### config.mk
export PLATFORM = sky130hd
export DESIGN_NAME = instr_encoder_flat
export DESIGN_NICKNAME = d
export VERILOG_FILES = /design/src/rtl/encoder_pkg.sv /design/src/rtl/instr_encoder_if.sv /design/src/rtl/instr_word_build.sv /design/src/rtl/instr_encoder.sv /design/src/flat_wrapper.sv
export SDC_FILE = /design/constraint.sdc
export NUM_CORES = 1
export LEC_CHECK = 0
export CAP_MARGIN = 20
export CORE_UTILIZATION = 45
export CTS_BUF_LIST = sky130_fd_sc_hd__clkbuf_2
export DETAILED_ROUTE_END_ITERATION = 8
export GPL_ROUTABILITY_DRIVEN = 0
export PLACE_DENSITY = 0.75
export SYNTH_ARGS = -nofsm -noshare
export SYNTH_HDL_FRONTEND = slang
export SYNTH_HIERARCHICAL = 1
export SYNTH_SLANG_ARGS = --single-unit
### constraint.sdc
create_clock -name clk -period 1.95 [get_ports clk]
set_input_delay 0.195 -clock clk [delete_from_list [all_inputs] [get_ports clk]]
set_output_delay 0.195 -clock clk [all_outputs]
set_load 0.01 [all_outputs]
### src/rtl/encoder_pkg.sv
// Shared types and constants for the instruction encoder: op classes, FSM states,
// captured request record, and the condition/opcode values the encoder recognises.
package encoder_pkg;

  typedef enum logic [1:0] {
    OP_DP  = 2'b00,
    OP_MEM = 2'b01,
    OP_BR  = 2'b10,
    OP_ILL = 2'b11
  } op_t;

  typedef enum logic [1:0] {
    IDLE  = 2'd0,
    ENC   = 2'd1,
    WRITE = 2'd2
  } state_t;

  localparam logic [3:0] COND_AL = 4'hE;
  localparam logic [3:0] CMD_CMP = 4'b1010;
  localparam logic [3:0] CMD_MOV = 4'b1101;

  typedef struct packed {
    op_t         op;
    logic [3:0]  cond;
    logic [3:0]  cmd;
    logic        imm;
    logic        sl;
    logic [3:0]  rn;
    logic [3:0]  rd;
    logic [11:0] src2;
    logic [23:0] imm24;
  } req_t;

endpackage

### src/rtl/instr_encoder_if.sv
// Request, instruction-memory write and status signals of the encoder.
// slave = encoder side, master = requester / memory / observer side.
interface instr_encoder_if #(
  parameter int ADDR_W = 6
);
  logic              in_valid;
  logic              in_ready;
  logic [1:0]        in_op;
  logic [3:0]        in_cond;
  logic [3:0]        in_cmd;
  logic              in_imm;
  logic              in_sl;
  logic [3:0]        in_rn;
  logic [3:0]        in_rd;
  logic [11:0]       in_src2;
  logic [23:0]       in_imm24;
  logic              flush;
  logic              mem_we;
  logic [ADDR_W-1:0] mem_addr;
  logic [31:0]       mem_wdata;
  logic              full;
  logic              err;
  logic [7:0]        err_cnt;

  modport slave (
    input  in_valid, in_op, in_cond, in_cmd, in_imm, in_sl, in_rn, in_rd,
           in_src2, in_imm24, flush,
    output in_ready, mem_we, mem_addr, mem_wdata, full, err, err_cnt
  );

  modport master (
    output in_valid, in_op, in_cond, in_cmd, in_imm, in_sl, in_rn, in_rd,
           in_src2, in_imm24, flush,
    input  in_ready, mem_we, mem_addr, mem_wdata, full, err, err_cnt
  );
endinterface

### src/rtl/instr_word_build.sv
// Combinational assembly of a 32-bit instruction word from a captured request.
// No state, no handshake; legal is low only for the reserved op class.
module instr_word_build
  import encoder_pkg::*;
(
  input  req_t        req,
  output logic [31:0] word,
  output logic        legal
);

  logic       s_bit;
  logic [3:0] rd_fld;

  always_comb begin
    word   = 32'd0;
    legal  = 1'b1;
    s_bit  = req.sl;
    rd_fld = req.rd;
    unique case (req.op)
      OP_DP: begin
        // Compare-class opcodes only set flags: S is implied and Rd is unused.
        if (req.cmd[3:2] == CMD_CMP[3:2]) begin
          s_bit  = 1'b1;
          rd_fld = 4'd0;
        end
        word = {req.cond, 2'b00, req.imm, req.cmd, s_bit, req.rn, rd_fld, req.src2};
      end
      OP_MEM: begin
        // Memory form flips the immediate sense; pre-indexed, add, word, no writeback.
        word = {req.cond, 2'b01, ~req.imm, 1'b1, 1'b1, 1'b0, 1'b0, req.sl,
                req.rn, req.rd, req.src2};
      end
      OP_BR: begin
        word = {req.cond, 3'b101, 1'b0, req.imm24};
      end
      OP_ILL: begin
        legal = 1'b0;
      end
      default: begin
        legal = 1'b0;
      end
    endcase
  end

endmodule

### src/rtl/instr_encoder.sv
// Accepts one request, encodes it, and writes the word to sequential memory addresses;
// write appears two cycles after acceptance; in_ready low while busy, full or flushing.
// Define INSTR_ENCODER_ERRCNT_EN to enable the saturating illegal-request counter.
module instr_encoder #(
  parameter int ADDR_W    = 6,
  parameter int BASE_ADDR = 0
) (
  input  logic             clk,
  input  logic             reset_n,
  instr_encoder_if.slave   bus
);
  import encoder_pkg::*;

  localparam logic [ADDR_W-1:0] BASE     = ADDR_W'(BASE_ADDR);
  localparam logic [ADDR_W-1:0] ADDR_MAX = '1;

  state_t            state_q, state_d;
  req_t              req_q, req_d;
  logic [ADDR_W-1:0] addr_q, addr_d;
  logic              full_q, full_d;
  logic              we_q, we_d;
  logic [31:0]       wdata_q, wdata_d;

  logic [31:0]       word;
  logic              legal;
  logic              in_ready;
  logic              accept;
  logic              err_w;

  instr_word_build u_build (
    .req   (req_q),
    .word  (word),
    .legal (legal)
  );

  assign in_ready = (state_q == IDLE) && !full_q && !bus.flush;
  assign accept   = bus.in_valid && in_ready;
  assign err_w    = (state_q == ENC) && !legal;

  always_comb begin
    state_d = state_q;
    req_d   = req_q;
    addr_d  = addr_q;
    full_d  = full_q;
    we_d    = 1'b0;
    wdata_d = wdata_q;
    unique case (state_q)
      IDLE: begin
        if (accept) begin
          state_d     = ENC;
          req_d.op    = op_t'(bus.in_op);
          req_d.cond  = bus.in_cond;
          req_d.cmd   = bus.in_cmd;
          req_d.imm   = bus.in_imm;
          req_d.sl    = bus.in_sl;
          req_d.rn    = bus.in_rn;
          req_d.rd    = bus.in_rd;
          req_d.src2  = bus.in_src2;
          req_d.imm24 = bus.in_imm24;
        end
      end
      ENC: begin
        if (legal) begin
          state_d = WRITE;
          we_d    = 1'b1;
          wdata_d = word;
        end else begin
          state_d = IDLE;
        end
      end
      WRITE: begin
        state_d = IDLE;
        addr_d  = addr_q + 1'b1;
        if (addr_q == ADDR_MAX) begin
          full_d = 1'b1;
        end
      end
      default: begin
        state_d = IDLE;
      end
    endcase
    // Flush overrides the post-write increment, so an in-flight write still lands first.
    if (bus.flush) begin
      addr_d = BASE;
      full_d = 1'b0;
    end
  end

  always_ff @(posedge clk or negedge reset_n) begin
    if (!reset_n) begin
      state_q <= IDLE;
      req_q   <= '0;
      addr_q  <= BASE;
      full_q  <= 1'b0;
      we_q    <= 1'b0;
      wdata_q <= 32'd0;
    end else begin
      state_q <= state_d;
      req_q   <= req_d;
      addr_q  <= addr_d;
      full_q  <= full_d;
      we_q    <= we_d;
      wdata_q <= wdata_d;
    end
  end

`ifdef INSTR_ENCODER_ERRCNT_EN
  logic [7:0] err_cnt_q, err_cnt_d;

  always_comb begin
    err_cnt_d = err_cnt_q;
    if (err_w && (err_cnt_q != 8'hFF)) begin
      err_cnt_d = err_cnt_q + 8'd1;
    end
  end

  always_ff @(posedge clk or negedge reset_n) begin
    if (!reset_n) begin
      err_cnt_q <= 8'd0;
    end else begin
      err_cnt_q <= err_cnt_d;
    end
  end

  assign bus.err_cnt = err_cnt_q;
`else
  assign bus.err_cnt = 8'd0;
`endif

  assign bus.in_ready  = in_ready;
  assign bus.mem_we    = we_q;
  assign bus.mem_addr  = addr_q;
  assign bus.mem_wdata = wdata_q;
  assign bus.full      = full_q;
  assign bus.err       = err_w;

endmodule

### src/flat_wrapper.sv
// flat-port wrapper written by rule: the top's interface ports become plain ports
module instr_encoder_flat import encoder_pkg::*;
#(
  parameter int ADDR_W    = 6,
  parameter int BASE_ADDR = 0
)
  (clk, reset_n, bus_in_valid, bus_in_op, bus_in_cond, bus_in_cmd, bus_in_imm, bus_in_sl, bus_in_rn, bus_in_rd, bus_in_src2, bus_in_imm24, bus_flush, bus_in_ready, bus_mem_we, bus_mem_addr, bus_mem_wdata, bus_full, bus_err, bus_err_cnt);
  instr_encoder_if #(.ADDR_W(ADDR_W)) bus_i ();
  input  logic clk;
  input  logic reset_n;
  input wire logic [$bits(bus_i.in_valid)-1:0] bus_in_valid;
  input wire logic [$bits(bus_i.in_op)-1:0] bus_in_op;
  input wire logic [$bits(bus_i.in_cond)-1:0] bus_in_cond;
  input wire logic [$bits(bus_i.in_cmd)-1:0] bus_in_cmd;
  input wire logic [$bits(bus_i.in_imm)-1:0] bus_in_imm;
  input wire logic [$bits(bus_i.in_sl)-1:0] bus_in_sl;
  input wire logic [$bits(bus_i.in_rn)-1:0] bus_in_rn;
  input wire logic [$bits(bus_i.in_rd)-1:0] bus_in_rd;
  input wire logic [$bits(bus_i.in_src2)-1:0] bus_in_src2;
  input wire logic [$bits(bus_i.in_imm24)-1:0] bus_in_imm24;
  input wire logic [$bits(bus_i.flush)-1:0] bus_flush;
  output wire logic [$bits(bus_i.in_ready)-1:0] bus_in_ready;
  output wire logic [$bits(bus_i.mem_we)-1:0] bus_mem_we;
  output wire logic [$bits(bus_i.mem_addr)-1:0] bus_mem_addr;
  output wire logic [$bits(bus_i.mem_wdata)-1:0] bus_mem_wdata;
  output wire logic [$bits(bus_i.full)-1:0] bus_full;
  output wire logic [$bits(bus_i.err)-1:0] bus_err;
  output wire logic [$bits(bus_i.err_cnt)-1:0] bus_err_cnt;
  assign bus_i.in_valid = bus_in_valid;
  assign bus_i.in_op = bus_in_op;
  assign bus_i.in_cond = bus_in_cond;
  assign bus_i.in_cmd = bus_in_cmd;
  assign bus_i.in_imm = bus_in_imm;
  assign bus_i.in_sl = bus_in_sl;
  assign bus_i.in_rn = bus_in_rn;
  assign bus_i.in_rd = bus_in_rd;
  assign bus_i.in_src2 = bus_in_src2;
  assign bus_i.in_imm24 = bus_in_imm24;
  assign bus_i.flush = bus_flush;
  assign bus_in_ready = bus_i.in_ready;
  assign bus_mem_we = bus_i.mem_we;
  assign bus_mem_addr = bus_i.mem_addr;
  assign bus_mem_wdata = bus_i.mem_wdata;
  assign bus_full = bus_i.full;
  assign bus_err = bus_i.err;
  assign bus_err_cnt = bus_i.err_cnt;
  instr_encoder #(.ADDR_W(ADDR_W), .BASE_ADDR(BASE_ADDR)) u_core (.clk(clk), .reset_n(reset_n), .bus(bus_i));
endmodule
==> results.toml, run 1 <==
[routing]
drc = 0
vias_per_cell = 5.19
drt_iter0_markers = 52
wl_per_cell_um = 16.9
dr.pass1.iters = 4
num_vias = 2644
wl_mm = 8.63
final_antenna_net_count = 0

[clock_tree]
clk_path_buf_depth = 2
cts_buffers = 9
clk-insertion-delay-late_ns = 0.53
cts_root_buffer = "clkbuf_2"
clk_pin_slew_ns = 0.26
clock-sinks = 98
tritoncts = "yes"
ctsHtreeMaxLevel = 3

[die]
die_x_um = 99.4
die_y_um = 99.4
start_util_pct = 46.4
pin_count = 110
die_area_um2 = 9870
fp.coreArea_um2 = 9200
row_count = 35

[critical_path]
critPathLaunch = "u_core/state_q[1]$_DFFE_PN0P_"
critPathLaunchType = "flip-flop"
cp-end-kind = "output pin"
critPathSlowestCell = "dfrtp_2"
required_ns = 1.75
rr_startpoint = "u_core/req_q[54]$_DFFE_PN0P_"
cp_top_family = "flip-flops"
crit_fanout = 4
critPathMaxStageDelay_ns = 0.50
critPathBufInv = 1
arrival_ns = 1.63
crit_chain = "nor4_4, clkdlybuf4s15_1"
critical_path_class = "flip-flop to output pin"

[synth]
synth_edf_count = 0
synthArstFlopShare_pct = 100
syn_avg_cell_area_um2 = 15.0
ys_warn_count = 6
ys_seq_elements = 98
syn_area_um2 = 4270
synth_top_flop_cell = "dfrtp_1"
yosysUniqueCellTypes = 34
postSynthCellCount = 285
seq_area_frac_synth_pct = 57.5

[timing]
clock_skew_ns = 0.0282
finalCriticalPeriod_ns = 1.83
setup_viol = 0
finalHoldViolCount = 0
fin_crit_sh_pct = 93.8
slew_headroom_pct = 47.4
tns_ns = 0
slew_violations = 0
fmax_ghz = 0.546
rsz0062_at_grt = "no"
worst_pin_slew_ns = 0.788

[grt]
grtUsageTotal_pct = 19.0
grt_pass1_wl_mm = 14.3
grt_pass1_vias = 2824
antenna_found_initial = 0
grt-ovfl-total = 0
grt_max_degree = 58

[job]
maxCapViolations = 0

[finish]
areaGrowthSynthToFinish_pct = 30.3
final_layout_size_suffix_gt1_share_pct = 32.4
fin_nets = 455
fin_util_pct = 60.4
num_antenna_cells = 0

[power]
irDropWorstVdd_mv = 0.556
power.density_nw_per_um2 = 1120
p_leak_nw = 2.50

[placed_design]
dp_hpwl_mm = 5.69
port_buffers = 101

[worst_hold_path]
hp-class = "input pin to asynchronous set/reset pin"

[run_status]
status = "finished clean"
[flip-flops by register name, summed over array words and instances (netlist names)]
signal,cells
u_core/req_q,56
u_core/bus.mem_wdata,32
u_core/bus.mem_we,1
u_core/state_q,2
u_core/bus.mem_addr,6
u_core/bus.full,1
[cell families after synthesis]
logic type                 share of synthesized area (%)
and+or+nand+nor                                     5.10
AOI/OAI and AO/OA                                   5.04
adders and majority gates                          0.293
DFF                                                 57.5
buffers and inverters                               4.37
muxes                                               27.0
xor gates and xnor gates                           0.616
other                                             0.0879
[synth_stat cells, types with 2 or more instances]
| cell type | count | area (um2) |
|---|---|---|
| inv_1 | 2 | 7.51 |
| nor2_1 | 13 | 48.8 |
| and3b_1 | 2 | 17.5 |
| a22o_1 | 15 | 131 |
| nor2b_1 | 4 | 25.0 |
| nand2_1 | 4 | 15.0 |
| nand4_1 | 2 | 12.5 |
| mux2_4 | 29 | 435 |
| o2bb2ai_1 | 2 | 17.5 |
| and2_1 | 4 | 25.0 |
| xnor2_1 | 2 | 17.5 |
| dfrtp_1 | 98 | 2450 |
| mux2_2 | 61 | 687 |
| a32o_1 | 4 | 40.0 |
| clkbuf_1 | 3 | 11.3 |
| mux2i_1 | 3 | 30.0 |
| buf_6 | 6 | 67.6 |
| buf_2 | 8 | 40.0 |
| buf_4 | 8 | 60.1 |
[final cells by class]
type / count / area, um2
multi-input cells: 167 / 1670
clock inverters: 5 / 80.1
flip-flops and latches: 98 / 2460
inverters: 2 / 7.51
repair buffers: 116 / 1160
clock buffers: 10 / 50.0
well taps: 111 / 139
fillers: 755 / 3640
[final timing paths]
check / cells after the start / slack, ns / to
setup reg to reg: 4 / 0.27 / u_core/bus.mem_wdata[13]$_DFFE_PN0P_
hold reg to reg: 1 / 0.53 / u_core/req_q[53]$_DFFE_PN0P_
min in group clk: 2 / 0.25 / u_core/req_q[22]$_DFFE_PN0P_
setup / recovery: 2 / 0.12 / bus_in_ready
hold / removal: 2 / 0.11 / u_core/req_q[2]$_DFFE_PN0P_
max in group asynchronous: 3 / 1.08 / u_core/req_q[18]$_DFFE_PN0P_
[layout by cell type, fill, tap and decap left out, types with 2 or more instances in the layout]
master / netlist / layout
buf_12: 0 / 3
conb_1: 1 / 8
xnor2_1: 2 / 2
clkinvlp_4: 0 / 2
nor2_1: 13 / 13
dfrtp_2: 0 / 4
mux2i_1: 3 / 3
buf_4: 8 / 12
a22o_1: 15 / 15
nor2b_1: 4 / 4
clkbuf_2: 0 / 10
inv_1: 2 / 2
nand2_1: 4 / 2
a32o_1: 4 / 4
mux2_2: 61 / 61
o2bb2ai_1: 2 / 2
dfrtp_1: 98 / 94
mux2_4: 29 / 29
bufinv_16: 0 / 2
and2_1: 4 / 4
clkdlybuf4s50_1: 0 / 98
nand4_1: 2 / 2
[report_power, final]
| group | internal (mW) | switching (mW) |
|---|---|---|
| clock network | 0.419 | 0.639 |
| registers | 2.63 | 0.333 |
| logic | 1.44 | 0.791 |
| total | 4.49 | 1.76 |
[metrics by stage]
step                instance area (um2)  worst slack [ns]  std cells  power [mW]  hold WS (ns)
floorplan                          4290             0.235        292        4.14        -0.101
global placement                   5380             0.186        488        5.16         0.173
detailed placement                 5380             0.174        488        5.23         0.177
CTS                                5530            0.0263        506        6.31        0.0837
global route                       5560           0.00866        509        6.64         0.100
finish                             5560             0.120        509        6.25         0.112
[repair_timing]
action | in CTS | in global routing
endpoints found under the setup margin | 2 | 2
hold buffers | 1 | 0
setup buffers | 2 | 3
gates resized for setup | 6 | 2
pin swaps | 0 | 1
hold endpoints to repair | 70 | 0
[layer usage]
layer / GRT usage (%) / wire [um]
met1: 25.8 / 3990
met2: 29.3 / 3970
met3: 5.20 / 551
met4: 7.01 / 112
met5: 0 / 0
No activity file was read; power rests on OpenSTA's default activity.
==> run 2: changes to the inputs <==
CELL_PAD_IN_SITES_DETAIL_PLACEMENT = 0   (was default)
CELL_PAD_IN_SITES_GLOBAL_PLACEMENT = 1   (was default)
CORE_UTILIZATION = 41   (was 45)
PLACE_DENSITY = default   (was 0.75)
PLACE_DENSITY_LB_ADDON = 0.1   (was default)
==> run 2 against run 1 <==
Effect of this change: critical path depth is 1 lower; core utilization is 3.9 points lower; total power is 2.3% higher; setup slack better by 0.0077 ns; largest power group unchanged; highest routed layer unchanged.
==> results.toml, run 2 (same netlist as run 1, synthesis figures left out) <==
[critical_path]
critPathBufInv = 1
path_depth = 1
required_ns = 1.75
arrival_ns = 1.63
critPathSlowestCell = "clkdlybuf4s50_1"
critical_path_class = "flip-flop to output pin"
crit_chain = "clkdlybuf4s50_1"
reg2reg_depth = 5
crit_fanout = 5
critPathMaxStageDelay_ns = 0.57
critPathLaunchType = "flip-flop"
cp_top_family = "buffers and inverters"
cp-end-kind = "output pin"

[routing]
dr.pass1.iters = 4
wl_per_cell_um = 16.1
vias_per_cell = 4.89
drc = 0
final_antenna_net_count = 0
num_vias = 2596
wl_mm = 8.52
drt_iter0_markers = 69

[placed_design]
dp_hpwl_mm = 5.48
port_buffers = 101
post_dp_cell_area_um2 = 5400
dp_slack_ns = 0.166
place_inst = 510

[finish]
fin_nets = 454
areaGrowthSynthToFinish_pct = 31.4
stdcell_area_um2 = 5610
num_antenna_cells = 0
layout_commonest_cell = "clkdlybuf4s50_1"
nFillCells = 820
fin_util_pct = 56.6
layout.cells.non_filler = 531
mostFrequentLayoutCells = "98 x clkdlybuf4s50_1, 95 x dfrtp_1, 61 x mux2_2"
final_layout_size_suffix_gt1_share_pct = 31.7
regMostFlops = "u_core/req_q"
largest_reg_flops = 56

[worst_hold_path]
hp-class = "input pin to asynchronous set/reset pin"

[clock_tree]
clk_path_buf_depth = 2
cts_root_buffer = "clkbuf_2"
clk-insertion-delay-late_ns = 0.56
cts_buffers = 9
tritoncts = "yes"
clock-sinks = 98
ctsHtreeMaxLevel = 3
clk_pin_slew_ns = 0.25

[timing]
fin_ws_ns = 0.128
fmax_ghz = 0.549
tns_ns = 0
finalHoldViolCount = 0
slew_violations = 0
setup_viol = 0
fin_crit_sh_pct = 93.4
rsz0062_at_grt = "no"
worst_pin_slew_ns = 0.793
clock_skew_ns = 0.0417
slew_headroom_pct = 47.1
finalCriticalPeriod_ns = 1.82

[die]
row_count = 36
die_y_um = 104
pin_count = 110
fp.coreArea_um2 = 9910
die_x_um = 104
die_area_um2 = 10800
start_util_pct = 43.1

[power]
power.density_nw_per_um2 = 1140
irDropWorstVdd_mv = 0.452
p_leak_nw = 2.52

[grt]
grt_pass1_wl_mm = 14.1
grt_max_degree = 99
antenna_found_initial = 0
grtUsageTotal_pct = 16.7
grt-ovfl-total = 0
grt_pass1_vias = 2659

[job]
maxCapViolations = 0

[run_status]
status = "finished clean"
[run 2: area by class of cell]
class / count / area (um2) / area share [%]
repair buffers: 115 / 1150 / 20.5
clock inverters: 6 / 111 / 1.99
multi-input cells: 167 / 1660 / 29.7
inverters: 2 / 7.51 / 0.134
flip-flops and latches: 98 / 2460 / 43.8
well taps: 133 / 166 / 2.97
clock buffers: 10 / 50.0 / 0.893
[run 2: what timing repair did]
action | CTS | global route
setup endpoints to repair | 2 | 1
resized for setup | 5 | 0
setup buffers | 2 | 2
hold endpoints to repair | 98 | 0
hold buffers | 1 | 0
pin swaps | 1 | 1
[run 2: power by group]
group | internal [mW] | total, mW | switching [mW]
Sequential | 2.63 | 2.95 | 0.322
Clock | 0.563 | 1.24 | 0.680
Combinational | 1.44 | 2.20 | 0.768
[run 2: metrics by stage]
| step | hold WS (ns) | power (mW) |
|---|---|---|
| 4_1_cts | 0.166 | 6.48 |
| 6_report | 0.169 | 6.40 |
| 3_5_place_dp | 0.292 | 5.21 |
| 3_3_place_gp | 0.297 | 5.16 |
| 5_1_grt | 0.144 | 6.77 |
| 2_1_floorplan | -0.101 | 4.14 |
[run 2: worst paths after layout]
check	end	start	slack, ns
max reg2reg	u_core/req_q[5]$_DFFE_PN0P_	u_core/state_q[0]$_DFFE_PN0P_	0.25
min	u_core/bus.mem_addr[3]$_DFFE_PN0P_	reset_n	0.17
min in group clk	u_core/req_q[38]$_DFFE_PN0P_	bus_in_rd[2]	0.22
max in group asynchronous	u_core/state_q[1]$_DFFE_PN0P_	reset_n	1.32
min reg2reg	u_core/req_q[29]$_DFFE_PN0P_	u_core/req_q[29]$_DFFE_PN0P_	0.54
max	bus_mem_addr[0]	u_core/bus.mem_addr[0]$_DFFE_PN0P_	0.13
[run 2: per-layer routing]
metal  vias up  global-route usage, %  share of wire (%)
li1       1222                      -                  -
met1      1287                   22.0                 46
met2        81                   26.4                 46
met3         6                   5.51                6.7
met4         0                   4.59               0.93
met5         -                      0                  0
